--- src/rtl/dm_store_buffer.sv ---
// Store buffer between MEM and data memory: queues committed stores and drains them in order,
// giving loads priority on the DM port and stalling loads that hit a pending store.
module dm_store_buffer #(
    parameter int unsigned DEPTH = 4,
    parameter int unsigned CW    = 3
) (
    input  logic          clk,
    input  logic          reset,
    input  logic          st_valid,
    input  logic [31:0]   st_addr,
    input  logic [31:0]   st_data,
    input  logic [3:0]    st_be,
    input  logic [31:0]   st_pc,
    input  logic          ld_valid,
    input  logic [31:0]   ld_addr,
    input  logic          dm_ready,
    output logic          stall,
    output logic          dm_we,
    output logic          dm_re,
    output logic [31:0]   dm_addr,
    output logic [31:0]   dm_wd,
    output logic [3:0]    dm_be,
    output logic [31:0]   dm_pc,
    output logic [CW-1:0] count,
    output logic          empty,
    output logic          full
);

    localparam int unsigned PW = $clog2(DEPTH);

    logic [31:0]   addr_q [DEPTH];
    logic [31:0]   data_q [DEPTH];
    logic [3:0]    be_q   [DEPTH];
    logic [31:0]   pc_q   [DEPTH];
    logic [PW-1:0] head_q, head_d, tail_q, tail_d;
    logic [CW-1:0] count_q, count_d;
    logic          hit, load_serve, drain, enq;
    logic [PW-1:0] off;

    assign empty = (count_q == '0);
    assign full  = (count_q == CW'(DEPTH));
    assign count = count_q;

    // An entry is occupied when its distance from head is below count; word-granular match.
    always_comb begin
        hit = 1'b0;
        off = '0;
        for (int unsigned i = 0; i < DEPTH; i++) begin
            off = PW'(i) - head_q;
            if ((CW'(off) < count_q) && (addr_q[i][31:2] == ld_addr[31:2])) begin
                hit = 1'b1;
            end
        end
        hit = hit && ld_valid;
    end

    assign load_serve = ld_valid && !hit && dm_ready;
    assign drain      = !empty && dm_ready && !(ld_valid && !hit);
    assign enq        = st_valid && !full && !ld_valid;
    assign stall      = (st_valid && full) || (ld_valid && (hit || !dm_ready));

    always_comb begin
        dm_we   = drain;
        dm_re   = load_serve;
        dm_addr = load_serve ? ld_addr : addr_q[head_q];
        dm_wd   = data_q[head_q];
        dm_be   = be_q[head_q];
        dm_pc   = pc_q[head_q];
    end

    always_comb begin
        head_d  = head_q;
        tail_d  = tail_q;
        count_d = count_q;
        if (drain) begin
            head_d = head_q + PW'(1);
        end
        if (enq) begin
            tail_d = tail_q + PW'(1);
        end
        unique case ({enq, drain})
            2'b10:   count_d = count_q + CW'(1);
            2'b01:   count_d = count_q - CW'(1);
            default: count_d = count_q;
        endcase
    end

    always_ff @(posedge clk or negedge reset) begin
        if (!reset) begin
            head_q  <= '0;
            tail_q  <= '0;
            count_q <= '0;
            for (int unsigned i = 0; i < DEPTH; i++) begin
                addr_q[i] <= '0;
                data_q[i] <= '0;
                be_q[i]   <= '0;
                pc_q[i]   <= '0;
            end
        end else begin
            head_q  <= head_d;
            tail_q  <= tail_d;
            count_q <= count_d;
            if (enq) begin
                addr_q[tail_q] <= st_addr;
                data_q[tail_q] <= st_data;
                be_q[tail_q]   <= st_be;
                pc_q[tail_q]   <= st_pc;
            end
        end
    end

endmodule

--- config.mk ---
export PLATFORM = sky130hd
export DESIGN_NAME = dm_store_buffer
export DESIGN_NICKNAME = d
export VERILOG_FILES = /design/src/rtl/dm_store_buffer.sv
export SDC_FILE = /design/constraint.sdc
export NUM_CORES = 1
export LEC_CHECK = 0
export ABC_AREA = 1
export CORE_ASPECT_RATIO = 0.6
export CORE_MARGIN = 4
export CORE_UTILIZATION = 57
export CTS_BUF_LIST = sky130_fd_sc_hd__clkbuf_16
export CTS_CLUSTER_SIZE = 24
export DETAILED_ROUTE_END_ITERATION = 7
export PLACE_DENSITY_LB_ADDON = 0.05
export SLEW_MARGIN = 20
export SYNTH_ARGS = -nofsm -noshare
export SYNTH_HDL_FRONTEND = slang
export SYNTH_SLANG_ARGS = --single-unit
--- constraint.sdc ---
create_clock -name clk -period 4.9 [get_ports clk]
set_clock_uncertainty 0.15 [all_clocks]
set_input_delay 0.735 -clock clk [delete_from_list [all_inputs] [get_ports clk]]
set_output_delay 0.735 -clock clk [all_outputs]
set_load 0.05 [all_outputs]
==> summary.md <==
| Metric | Value |
|---|---|
| Cell at the root of the clock tree | clkbuf_16 |
| Result of the run | finished, final reports clean |
| Total inserted antenna cells | 0 |
| Count of flip-flops with a built-in enable after synthesis | 0 |
| Startpoint of the worst register-to-register path | head_q[0]$_DFFE_PN0P_ |
| Top-level I/O count | 245 |
| Residual DRC count | 0 |
| Min-Delay Path Depth | 1 |
| Synth Cell Area | 20,500 um^2 |
| Maximum fanout encountered on the critical timing path | 6 |
| Post-route non-filler standard cell count | 2,965 |
| Core Area | 35,300 um^2 |
| Number of post-CTS setup repair buffers | 0 |
| Max-cap check violation count | 0 |
| Clock network latency to the later pin of the worst-skew pair | 0.53 ns |
| Cell area power density | approximately 770 nW/um^2 |
| Reg2reg setup slack | 1.47 ns |
| Count of filler cells inserted in the layout | 2,752 |
| Library cell occupying the most area in the post-synthesis netlist | dfrtp_1 |
| Nets@finish | 2,619 |
| End of the worst register-to-register path | count[2]$_DFFE_PN0P_ |
| Number of synthesized register bits | 407 |
| Maximum number of pins on one net before global-route repair | 136 |
| Total negative slack | 0 ns |
| Antenna violations before repair | 5 |
| Predominant post-synthesis flop cell | dfrtp_1 |
| Period utilisation layout | 93.0% |
| Cell Rows | 53 |
| Highest signal layer in the routed design | met5 |
| Met1 Wirelength | 27.7 mm |
| Static leakage | 11.3 nW |
| Peak supply drop | roughly 0.0006 V |
| Post-detailed-placement cell area | around 23,000 um^2 |
| Hold endpoint | be_q[10]$_DFFE_PN0P_ |
| Final hold violation count | 0 |
| Main area contributors after synthesis | dfrtp_1, nand2_1, o21ai_0, mux2_1, inv_1 |
| Die height | about 150 um |
| Top cells by count, synth | nand2_1, dfrtp_1, inv_1, o21ai_0, nor2_1 |
| Number of buffers created by CTS | 39 |
| Proportion of synthesized flip-flops having asynchronous set or reset | 100% |
| Worst setup EP type | output pin |
| Data required time of the critical path | around 4.0 ns |
| Tmin final | 4.56 ns |
| Area of all placed cells without fillers | between 20,000 and 25,000 um^2 |
| Highest attainable clock frequency | 219 MHz |
| Initial DRT Pass Iterations | 7 |
| Total number of vias | roughly 17,000 |
| Detailed-routed wire length on met3 | ~6.0 mm |
| P&R area growth vs syn | 19.2% |
| Clock tree from TritonCTS | built |
| DRT iter0 DRCs | approximately 1,600 |
| Slew Limit Fails | 0 |
| Critical path launch point type | flip-flop |
| Clock transition at path regs | 0.06 ns |
| Final global-route overflow total | 0 |
| Worst Reg2Reg Path Length in Cells | 18 |
| Min-Delay Path Class | reg2reg |
| Utilization after layout | 69.3% |
| Placed wire-length estimate after detailed placement | 40.8 mm |
| DRT Wirelength | 61.5 mm |
| Per-cell routed wire length | ~21 um |
| CP Data Arrival Time | 3.67 ns |
| CTS max path bufs | 3 |
| Area share of the largest cell type after synthesis | just under 50% |
| Setup repair after global routing missed its margin | no |
| Number of H-tree branching levels | 2 |
| Vias per std cell | 5.81 |
| Max-Slew Margin vs Limit | 51.3% |
| Share of cells above drive strength 1 | 7.97% |
| Worst Path Class, Setup | reg2out |
| Post-synthesis cell type count | 38 |
| Cell count after synthesis | 2,291 |
| Met2 WL | 26.6 mm |
| Global-route wire length before repair | 96.6 mm |
| Starting density of the core | around 58% |
| Count of synthesis-stage warnings from yosys | 0 |
| RePlAce Congestion | just over 1 |
| Number of placed instances, taps included | slightly below 3,000 |
| Number of nets with antenna violations after detailed routing | 0 |
| Hold path startpoint | be_q[10]$_DFFE_PN0P_ |
| Die outline area | 39,200 um^2 |
| Cell with the most instances after synthesis | nand2_1 |
| Transition time at the pin with the least slew margin | about 0.73 ns |
| Number of global-route vias before repair | 17,109 |
| Avg Synthesized Cell Area | approximately 9.0 um^2 |
| Number of clock sinks | 407 |
| Input/output buffers | between 200 and 250 |
| Finish-stage setup viols | 0 |
| Horizontal die dimension | about 250 um |
| Post-synthesis sequential area ratio | 49.6% |
| Nets in the synthesized netlist | 2,438 |
| Global-route usage over all layers | 31.1% |
==> worst max path at each step <==
stage,start,to,depth (start not counted)
CTS,head_q[0]$_DFFE_PN0P_,dm_we,14
detailed placement,ld_addr[20],dm_we,14
floorplan,head_q[0]$_DFFE_PN0P_,dm_addr[22],19
global placement,ld_addr[20],dm_we,14
global route,head_q[0]$_DFFE_PN0P_,dm_we,14
finish,head_q[0]$_DFFE_PN0P_,dm_we,14
==> cell usage in the layout (no fill, tap or decap), drive strengths merged <==
cell           Yosys  final
nand2            578    578
dfrtp            407    407
inv              290    301
o21ai            250    250
clkdlybuf4s50      0    209
mux2             167    167
nor2             113    113
a22oi            100    100
o221ai           100    100
buf               84     72
clkbuf            58     41
nand4             36     36
xor2              30     30
nand3             24     24
xnor2             17     17
ha                 9      9
clkinv             0      8
a21oi              7      7
nor3               6      6
bufinv             0      4
nand3b             3      3
clkinvlp           0      3
nor3b              2      2
a31oi              2      2
nand2b             2      2
or2                2      2
or3b               1      1
nor2b              1      1
and2               1      1
fa                 1      1
dlygate4sd3        0      1
==> metal layers <==
layer  global-route usage (%)  up-vias
li1                         -     7943
met1                     47.3     8404
met2                     46.3      781
met3                     7.34      100
met4                     6.14       10
met5                        0        -
==> sequential cells by signal (all words and copies together), names as in the netlist <==
| signal | flops |
|---|---|
| pc_q | 128 |
| count | 3 |
| be_q | 16 |
| addr_q | 128 |
| tail_q | 2 |
| data_q | 128 |
| head_q | 2 |
==> logic make-up (layout without fill, tap and decap cells) <==
kind of cell / count (synthesis) / after routing / share of synthesized area (%)
and+or+nand+nor: 769 / 769 / 15.0
DFF: 407 / 407 / 49.6
buffers and inverters: 432 / 639 / 9.24
muxes: 167 / 167 / 9.17
xor gates and xnor gates: 47 / 47 / 2.01
AOI/OAI and AO/OA: 459 / 459 / 14.3
adders and majority gates: 10 / 10 / 0.647
==> worst max-delay path, stage by stage, from the launching register on <==
cell             delay (ns)
dfrtp_1                0.52
inv_1                  0.22
nor2_4                 0.15
inv_1                  0.05
nand2_1                0.10
inv_1                  0.05
ha_1                   0.26
a31oi_1                0.37
nand3_1                0.13
nor2_1                 0.11
nor2_1                 0.05
nand3_1                0.11
nand2_1                0.11
inv_1                  0.09
clkdlybuf4s50_1        0.81
==> area by class of cell <==
| type | instances | area (um^2) | area share, % |
|---|---|---|---|
| inverters | 290 | 1090 | 4.45 |
| clock buffers | 41 | 1030 | 4.19 |
| multi-input cells | 1452 | 8480 | 34.7 |
| repair buffers | 282 | 2870 | 11.7 |
| flip-flops and latches | 407 | 10200 | 41.6 |
| clock inverters | 26 | 226 | 0.926 |
| well taps | 467 | 584 | 2.39 |
==> report_power, final <==
group	leakage, nW	internal (mW)	switching [mW]	total [mW]
Clock	0.643	1.72	1.30	3.02
Combinational	5.69	3.35	6.63	9.98
Sequential	4.95	5.02	0.905	5.93
Total	11.3	10.1	8.84	18.9
==> repair_timing <==
action / 4_1_cts / 5_1_grt
gates resized for setup: 0 / 0
endpoints found under the hold margin: 0 / 48
hold buffers: 0 / 1
==> per-stage QoR <==
step / hold WS [ns] / setup slack (ns) / power (mW)
after floorplan: 0.289 / 1.11 / 12.4
after global placement: 0.318 / 0.504 / 15.6
after detailed placement: 0.325 / 0.513 / 15.8
after CTS: 0.225 / 0.388 / 18.9
after global routing: 0.348 / 0.152 / 20.0
final: 0.336 / 0.341 / 18.9
No activity file was read; power rests on OpenSTA's default activity.
